File: src/rtl/suspend_pkg.sv
// Shared types and helpers for the suspend-sync handshake controller.
package suspend_pkg;

  localparam int SUSP_MAX_REQ = 16;

  typedef enum logic [2:0] {
    IDLE    = 3'd0,
    DRAIN   = 3'd1,
    SETTLE  = 3'd2,
    ACK     = 3'd3,
    RELEASE = 3'd4
  } susp_state_e;

  // Ceiling log2; used to size counters that must hold the value 'value-1'.
  function automatic int clog2(input int value);
    int result;
    result = 0;
    for (int i = 0; i < 31; i++) begin
      if ((32'sd1 <<< i) < value) begin
        result = i + 1;
      end else begin
        result = result;
      end
    end
    return result;
  endfunction

endpackage

File: src/rtl/suspend_sync_ctrl_sync_bit.sv
// Multi-flop synchroniser for a single asynchronous level signal.
module sync_bit #(
  parameter int STAGES = 2
) (
  input  logic i_clk,
  input  logic i_rst,
  input  logic i_d,
  output logic o_q
);

  logic [STAGES-1:0] r_sync;

  // Shift chain; only the last stage is safe to consume.
  always_ff @(posedge i_clk or posedge i_rst) begin
    if (i_rst) begin
      r_sync <= '0;
    end else begin
      r_sync <= {r_sync[STAGES-2:0], i_d};
    end
  end

  assign o_q = r_sync[STAGES-1];

endmodule

File: src/rtl/suspend_sync_ctrl.sv
// Suspend handshake sequencer: quiesces clients, settles, acknowledges the
// suspend-sync primitive, and releases the clients when the request is withdrawn.
module suspend_sync_ctrl
  import suspend_pkg::*;
#(
  parameter int NUM_REQ     = 4,
  parameter int SYNC_STAGES = 2,
  parameter int TIMEOUT_CYC = 1024,
  parameter int SETTLE_CYC  = 8
) (
  input  logic               CLK,
  input  logic               RST,
  input  logic               SREQ,
  output logic               SACK,
  input  logic [NUM_REQ-1:0] CLIENT_EN,
  output logic [NUM_REQ-1:0] QUIESCE_REQ,
  input  logic [NUM_REQ-1:0] QUIESCE_ACK,
  output logic               SUSPENDED,
  output logic               TIMEOUT_ERR,
  input  logic               CLR_ERR,
  output logic [2:0]         STATE
);

  localparam int            TW         = clog2(TIMEOUT_CYC + 1);
  localparam logic [TW-1:0] TMO_LAST   = TW'(TIMEOUT_CYC - 1);
  localparam logic [TW-1:0] SETTLE_END = TW'(SETTLE_CYC);

  susp_state_e        r_state;
  susp_state_e        w_next;
  logic [NUM_REQ-1:0] r_mask;
  logic [NUM_REQ-1:0] w_next_mask;
  logic [TW-1:0]      r_timer;
  logic               r_forced;
  logic               w_set_err;
  logic               w_sreq_s;
  logic               w_all_ack;
  logic               w_all_rel;
  logic               w_state_chg;
  logic               w_counting;
  logic               r_sack;
  logic               r_susp;
  logic               r_err;
  logic [NUM_REQ-1:0] r_qreq;

  sync_bit #(
    .STAGES(SYNC_STAGES)
  ) u_sreq_sync (
    .i_clk(CLK),
    .i_rst(RST),
    .i_d  (SREQ),
    .o_q  (w_sreq_s)
  );

  assign w_all_ack   = &(QUIESCE_ACK | ~r_mask);
  assign w_all_rel   = ~|(QUIESCE_ACK & r_mask);
  assign w_state_chg = (w_next != r_state);
  assign w_counting  = (r_state == DRAIN) || (r_state == SETTLE) || (r_state == RELEASE);

  // Next-state, mask and error-set decode; abort (sreq_s low) always wins.
  always_comb begin
    w_next      = r_state;
    w_next_mask = r_mask;
    w_set_err   = 1'b0;
    case (r_state)
      IDLE: begin
        if (w_sreq_s) begin
          w_next      = DRAIN;
          w_next_mask = CLIENT_EN;
        end else begin
          w_next = IDLE;
        end
      end
      DRAIN: begin
        if (!w_sreq_s) begin
          w_next = RELEASE;
        end else if (w_all_ack) begin
          w_next = SETTLE;
        end else if (r_timer == TMO_LAST) begin
          w_next    = SETTLE;
          w_set_err = 1'b1;
        end else begin
          w_next = DRAIN;
        end
      end
      SETTLE: begin
        if (!w_sreq_s) begin
          w_next = RELEASE;
        end else if (!w_all_ack && !r_forced) begin
          w_next = DRAIN;
        end else if (r_timer == SETTLE_END) begin
          w_next = ACK;
        end else begin
          w_next = SETTLE;
        end
      end
      ACK: begin
        if (!w_sreq_s) begin
          w_next = RELEASE;
        end else begin
          w_next = ACK;
        end
      end
      RELEASE: begin
        if (w_all_rel) begin
          w_next = IDLE;
        end else if (r_timer == TMO_LAST) begin
          w_next    = IDLE;
          w_set_err = 1'b1;
        end else begin
          w_next = RELEASE;
        end
      end
      default: begin
        w_next = IDLE;
      end
    endcase
    if (w_next == IDLE) begin
      w_next_mask = '0;
    end else begin
      w_next_mask = w_next_mask;
    end
  end

  // State, latched mask, per-state timer and forced-settle marker.
  always_ff @(posedge CLK or posedge RST) begin
    if (RST) begin
      r_state  <= IDLE;
      r_mask   <= '0;
      r_timer  <= '0;
      r_forced <= 1'b0;
    end else begin
      r_state <= w_next;
      r_mask  <= w_next_mask;
      if (w_state_chg) begin
        r_timer  <= '0;
        r_forced <= w_set_err && (w_next == SETTLE);
      end else if (w_counting) begin
        r_timer <= r_timer + TW'(1);
      end else begin
        r_timer <= r_timer;
      end
    end
  end

  // Outputs are decoded from the next state so they align with STATE.
  always_ff @(posedge CLK or posedge RST) begin
    if (RST) begin
      r_sack <= 1'b0;
      r_susp <= 1'b0;
      r_qreq <= '0;
    end else begin
      r_sack <= (w_next == ACK);
      r_susp <= (w_next == ACK);
      if ((w_next == DRAIN) || (w_next == SETTLE) || (w_next == ACK)) begin
        r_qreq <= w_next_mask;
      end else begin
        r_qreq <= '0;
      end
    end
  end

  // Sticky timeout flag; a new timeout beats a simultaneous clear.
  always_ff @(posedge CLK or posedge RST) begin
    if (RST) begin
      r_err <= 1'b0;
    end else if (w_set_err) begin
      r_err <= 1'b1;
    end else if (CLR_ERR) begin
      r_err <= 1'b0;
    end else begin
      r_err <= r_err;
    end
  end

  assign SACK        = r_sack;
  assign SUSPENDED   = r_susp;
  assign QUIESCE_REQ = r_qreq;
  assign TIMEOUT_ERR = r_err;
  assign STATE       = r_state;

endmodule

File: config.mk
export PLATFORM = sky130hd
export DESIGN_NAME = suspend_sync_ctrl
export DESIGN_NICKNAME = d
export VERILOG_FILES = /design/src/rtl/suspend_pkg.sv /design/src/rtl/suspend_sync_ctrl_sync_bit.sv /design/src/rtl/suspend_sync_ctrl.sv
export SDC_FILE = /design/constraint.sdc
export NUM_CORES = 1
export LEC_CHECK = 0
export CORE_MARGIN = 4
export CORE_UTILIZATION = 35
export CTS_BUF_LIST = sky130_fd_sc_hd__clkbuf_4
export DETAILED_ROUTE_END_ITERATION = 8
export GPL_ROUTABILITY_DRIVEN = 0
export PLACE_DENSITY = 0.58
export SYNTH_ARGS = -nofsm -noshare
export SYNTH_HDL_FRONTEND = slang
export SYNTH_SLANG_ARGS = --single-unit
File: constraint.sdc
create_clock -name CLK -period 1.7 [get_ports CLK]
set_input_delay 0.51 -clock CLK [delete_from_list [all_inputs] [get_ports CLK]]
set_output_delay 0.51 -clock CLK [all_outputs]
set_load 0.01 [all_outputs]
==> flow_summary.ini, run 1 <==
[global_routing]
grt_pass1_vias = 1451
grt_pass1_wl_um = 6620
overflow = 0
grt_use_total_pct = 15.4
grt_max_degree = 28
antenna_found_initial = 0

[critical_path]
setup.worst_path.class = reg -> reg
crit_cells = 6
cpLargestDelayFamily = simple AND/OR/NAND/NOR gates
cp-startpoint = r_timer[7]
crit_arrival_ps = 1990
crit_fanout = 5
crit_slowest_cell = dfrtp_2
worstPathRequired_ps = 1930
reg2reg_from = r_timer[7]
crit_buf_inv = 1
slowest_delay_ps = 470
crit_end = r_timer[1]
r2r_slack_ps = -60
critPathCaptureType = register
crit_path_start_kind = register
reg2reg_depth = 6
rr_endpoint = r_timer[1]
path_cells = nor4_4, nand4b_1, a211o_1, nand4b_4, clkbuf_16, a21oi_2

[sta]
finalHoldViolCount = 0
finalCritPeriodShare_pct = 104
worst_pin_slew_ps = 364
rsz0062_at_grt = yes
drv_slew = 0
worst_slack_ps = -60.9
fmax_mhz = 568
maxSlewHeadroom_pct = 75.7
fin_tns_setup_ps = -642
fin_crit_ps = 1760
skew_ps = 5.26
setup_viol = 13

[flow_run]
maxCapViolations = 0

[detailed_routing]
drt-wirelength-per-cell_um = 15.8
drt_iter0_markers = 72
drtAntennaViolNets = 0
drc = 0
dr.pass1.iters = 4
drt-total-wl_um = 4130
via_count = 1375
avgViaCountPerCell = 5.25

[clock_network]
cts_root_buffer = clkbuf_4
cts_hold_buf = 0
cts_tree = done
ctsLongestPathBuffers = 2
numCtsBuffers = 3
clk_pin_slew_worst_paths_ps = 150
clock-sinks = 27
clk_latency_ps = 320
h-tree-depth = 1

[min_path]
hp-class = reg -> reg

[cells_and_area]
area_growth_pct = 46.4
design_area_sq_um = 2280
drive_gt1_share_pct = 39.5
mostFrequentLayoutCells = 29 x buf_4, 24 x dfrtp_1, 19 x nand2_1
antenna_cells = 0
nets = 225
fin_util_pct = 52.8
mostFrequentLayoutCell = buf_4

[synth]
syn-num-nets = 168
ys_seq_area_share_pct = 43.3
synth_top_area_share_pct = 43.3
synth_edf_count = 0
yosys-top-cells-area = dfrtp_1 43%, a21oi_2 5.6%, nand2_1 4.8%, xor2_1 3.4%, a21oi_1 2.9%
netlist_instances = 154
post-synth-top-area-cell = dfrtp_1
synth_cell_type_count = 47
avgSynthCellArea_sq_um = 10.1
yosysWarnings = 0
synth_ff_type = dfrtp_1
netlist_area_sq_um = 1560
async_flop_share_pct = 100
synth-seq-cells = 27

[run_status]
status = complete, but fails checks
violations = setup timing

[place]
post-dp-hpwl_um = 2750
placed_area_sq_um = 2020
place_ws_ps = -658
portBuffers = 21

[floorplanning]
fp-row-count = 24
die-width_um = 74.7
die_h_um = 74.7
start_util_pct = 36.1
core_sq_um = 4320
dieArea_sq_um = 5590
io_pins = 22

[power_and_ir_drop]
p_per_area_nw_per_um2 = 1260
leakagePower_nw = 1.03
peakVddDrop_mv = 0.520
[power breakdown]
part	switching [mW]	internal (mW)	leakage (nW)
Clock	0.194	0.0881	0.0177
Combinational	0.891	0.878	0.654
Sequential	0.0829	0.751	0.360
[layout make-up]
class | instances | area (sq um)
Clock buffer | 3 | 22.5
Clock inverter | 1 | 5.00
Fill cell | 393 | 2040
Inverter | 7 | 26.3
Multi-Input combinational cell | 113 | 945
Sequential cell | 27 | 679
Tap cell | 52 | 65.1
Timing Repair Buffer | 59 | 539
[Yosys cell counts, types with 2 or more instances]
master / number
a21oi_1: 9
nand4b_1: 3
clkbuf_1: 3
a22o_1: 2
inv_1: 6
xnor2_1: 4
a21oi_2: 10
xor2_1: 6
and2_1: 3
ha_1: 2
nand2_1: 20
nor3_1: 3
nor2b_1: 3
nor4_1: 2
o21ai_0: 6
o41ai_2: 2
dfrtp_1: 27
buf_2: 2
o21ai_1: 3
nor2_1: 6
nand2b_1: 2
o2111ai_1: 2
o21a_1: 3
nand3_1: 2
[metrics by stage]
stage / hold slack [ps] / instances / power, mW
2_1_floorplan: 331 / 154 / 1.69
3_3_place_gp: 338 / 249 / 2.19
3_5_place_dp: 339 / 249 / 2.23
4_1_cts: 373 / 258 / 2.81
5_1_grt: 392 / 262 / 3.08
6_report: 370 / 262 / 2.88
[flip-flops by register name, summed over array words and instances, names as in the netlist]
name	cells
QUIESCE_REQ	4
SUSPENDED	1
STATE	3
r_timer	11
u_sreq_sync.r_sync	2
r_mask	4
TIMEOUT_ERR	1
r_forced	1
[repair_timing]
item / CTS / global route
buffers inserted: 5 / 4
cloned: 1 / 0
pin swaps: 18 / 7
resized for setup: 33 / 18
endpoints found under the setup margin: 29 / 18
[metal layers]
layer	track usage, %	vias to the layer above	routed length (um)
met5	0	-	0
met4	3.36	0	40
met1	18.3	678	1710
li1	-	655	-
met3	3.07	6	171
met2	28.5	36	2210
[worst min-delay path by stage]
stage / cells after the start / start / to / slack (ps)
3_3_place_gp: 0 / u_sreq_sync.r_sync[0] / u_sreq_sync.r_sync[1] / 340
4_1_cts: 0 / u_sreq_sync.r_sync[0] / u_sreq_sync.r_sync[1] / 370
2_1_floorplan: 0 / u_sreq_sync.r_sync[0] / u_sreq_sync.r_sync[1] / 330
6_report: 0 / u_sreq_sync.r_sync[0] / u_sreq_sync.r_sync[1] / 370
3_5_place_dp: 0 / u_sreq_sync.r_sync[0] / u_sreq_sync.r_sync[1] / 340
5_1_grt: 0 / u_sreq_sync.r_sync[0] / u_sreq_sync.r_sync[1] / 390
[cells by family (layout without fill, tap and decap cells)]
group                    count (synthesis)  after routing  synth area share (%)
buffers and inverters                   14             70                  4.25
AND/OR/NAND/NOR                         54             54                  21.7
flip-flops                              27             27                  43.3
XOR/XNOR                                11             11                  6.66
multiplexers                             1              1                 0.642
AO/OA/AOI/OAI                           45             45                  21.8
adder cells (fa/ha/maj)                  2              2                  1.60
[worst register-to-register path, delay by kind of cell (launching register included)]
kind	cells	cell delay, ps
buffers and inverters	1	160
flip-flops	1	470
AO/OA/AOI/OAI	2	430
AND/OR/NAND/NOR	3	610
(Power assumes the default switching activity.)
==> run 2: changes to the inputs <==
--- a/config.mk
+++ b/config.mk
@@ -5,6 +5,7 @@
 export SDC_FILE = /design/constraint.sdc
 export NUM_CORES = 1
 export LEC_CHECK = 0
+export CAP_MARGIN = 0
 export CORE_MARGIN = 4
 export CORE_UTILIZATION = 35
 export CTS_BUF_LIST = sky130_fd_sc_hd__clkbuf_4
==> results of run 2 <==
Final layout, timing and power as in run 1 (identical DEF).
==> run 3: changes to the inputs <==
--- a/config.mk
+++ b/config.mk
@@ -7,11 +7,12 @@
 export LEC_CHECK = 0
 export CAP_MARGIN = 0
 export CORE_MARGIN = 4
-export CORE_UTILIZATION = 35
+export CORE_UTILIZATION = 45
 export CTS_BUF_LIST = sky130_fd_sc_hd__clkbuf_4
 export DETAILED_ROUTE_END_ITERATION = 8
 export GPL_ROUTABILITY_DRIVEN = 0
-export PLACE_DENSITY = 0.58
+export PLACE_DENSITY = 0.71
+export REMOVE_ABC_BUFFERS = 1
 export SYNTH_ARGS = -nofsm -noshare
 export SYNTH_HDL_FRONTEND = slang
 export SYNTH_SLANG_ARGS = --single-unit
==> constraint.sdc (replaced) <==
create_clock -name CLK -period 1.7 [get_ports CLK]
set_input_delay 0.51 -clock CLK [delete_from_list [all_inputs] [get_ports CLK]]
set_output_delay 0.51 -clock CLK [all_outputs]
set_load 0.05 [all_outputs]
==> run 3 against run 2 <==
- the flow still finishes with violations (setup timing)
- sequential power increased by 3.1%
- first-iteration DRC count decreased by 13%
- design area up 0.22%
- sequential cell count is the same
- clock power fell by 1%
- via count down 2.9%
- non-clock buffer count down 4
- power increased by 12%
- clock skew shrank 3.5 ps
==> flow_summary.ini, run 3 (synthesis results as in run 1) <==
[cells_and_area]
area_growth_pct = 46.7
drive_gt1_share_pct = 39.3
n_fill_cell = 268
mostFrequentLayoutCells = 29 x buf_4, 25 x dfrtp_1, 19 x nand2_1
fin_cells = 252
antenna_cells = 0
largest_reg_flops = 11
largest-register = r_timer
mostFrequentLayoutCell = buf_4
nets = 221
design_area_sq_um = 2290

[min_path]
hold_start = u_sreq_sync.r_sync[0]
hp-class = reg -> reg
holdPathStages = 0
min_to = u_sreq_sync.r_sync[1]

[floorplanning]
dieArea_sq_um = 4470
die_h_um = 66.9
fp-row-count = 21
core_sq_um = 3340
die-width_um = 66.9
io_pins = 22
start_util_pct = 46.7

[global_routing]
grt_use_total_pct = 18.6
antenna_found_initial = 0
grtUsageMet3_pct = 2.70
met1_usage_pct = 20.2
grt_pass1_wl_um = 6240
grt_max_degree = 28
busiest_layer = met2
grt_pass1_vias = 1423
overflow = 0
met2_usage_pct = 35.9

[critical_path]
crit_slowest_cell = dfrtp_1
reg2reg_from = r_timer[8]
path_cells = nor4b_2, nand4b_1, a211o_1, nand4b_4, buf_12, a21oi_2
critPathCaptureType = register
rr_endpoint = r_timer[6]
crit_path_start_kind = register
r2r_slack_ps = -80
crit_arrival_ps = 2010
crit_fanout = 6
reg2reg_depth = 6
worstPathRequired_ps = 1930
cpLargestDelayFamily = simple AND/OR/NAND/NOR gates
crit_buf_inv = 1
setup.worst_path.class = reg -> reg
slowest_delay_ps = 440

[clock_network]
cts_hold_buf = 0
clk_latency_ps = 330
h-tree-depth = 1
clock-sinks = 27
cts_root_buffer = clkbuf_4
clk_pin_slew_worst_paths_ps = 140
numCtsBuffers = 3
cts_tree = done
ctsLongestPathBuffers = 2

[detailed_routing]
avgViaCountPerCell = 5.30
drc = 0
drtAntennaViolNets = 0
drt-total-wl_um = 3940
dr.pass1.iters = 4
drt_iter0_markers = 63
drt-wirelength-per-cell_um = 15.6
via_count = 1335

[sta]
maxSlewHeadroom_pct = 65.5
finalCritPeriodShare_pct = 105
worst_pin_slew_ps = 514
worst_slack_ps = -76.8
fin_tns_setup_ps = -851
fmax_mhz = 563
fin_crit_ps = 1780
skew_ps = 1.71
finalHoldViolCount = 0
setup_viol = 14
rsz0062_at_grt = yes
drv_slew = 0

[place]
portBuffers = 21
placed_cells = 243
place_ws_ps = -664
placed_area_sq_um = 2120
post-dp-hpwl_um = 2780

[run_status]
violations = setup timing
status = complete, but fails checks

[power_and_ir_drop]
leakagePower_nw = 0.998
peakVddDrop_mv = 0.754
p_per_area_nw_per_um2 = 1420

[flow_run]
maxCapViolations = 0
-- run 3: worst max path at each step --
stage / start / to / slack (ps) / cells past startpoint
floorplan: STATE[0] / r_timer[3] / -330 / 5
global placement: QUIESCE_ACK[1] / r_timer[3] / -570 / 6
detailed placement: QUIESCE_ACK[1] / r_timer[3] / -660 / 6
CTS: STATE[1] / STATE[1] / -20 / 3
global route: r_timer[8] / r_timer[2] / -120 / 6
finish: r_timer[8] / r_timer[6] / -80 / 6
-- run 3: power by group --
part           internal (mW)  switching (mW)  leakage [nW]  total (mW)
Clock                 0.0884           0.190        0.0177       0.278
Sequential             0.754           0.106         0.362       0.860
Combinational           1.04            1.06         0.619        2.10
Total                   1.89            1.35         0.998        3.24
-- run 3: routing by layer --
layer	part of all wire, %	vias to the layer above
li1	-	649
met1	40	651
met2	55	30
met3	3.5	5
met4	1.2	0
met5	0	-
-- run 3: area by class of cell --
| cell class | instances | area [sq um] | share of cell area [%] |
|---|---|---|---|
| multi-input combinational | 113 | 885 | 38.7 |
| sequential | 27 | 678 | 29.6 |
| timing repair buffer | 55 | 613 | 26.8 |
| tap | 46 | 57.6 | 2.52 |
| inverter | 7 | 26.3 | 1.15 |
| clock buffer | 3 | 22.5 | 0.985 |
| clock inverter | 1 | 5.00 | 0.219 |
-- run 3: timing repair --
item | in CTS | in global routing
pin swaps | 14 | 3
endpoints found under the setup margin | 20 | 18
cloned | 1 | 0
resized for setup | 18 | 4
buffers inserted | 2 | 2
-- run 3: stage by stage --
stage               util (%)  power, mW  hold slack [ps]
finish                  68.5       3.24              371
global placement        63.4       2.60              340
CTS                     67.3       3.21              373
global route            68.5       3.43              403
detailed placement      63.4       2.65              339
floorplan                  -       1.82              331
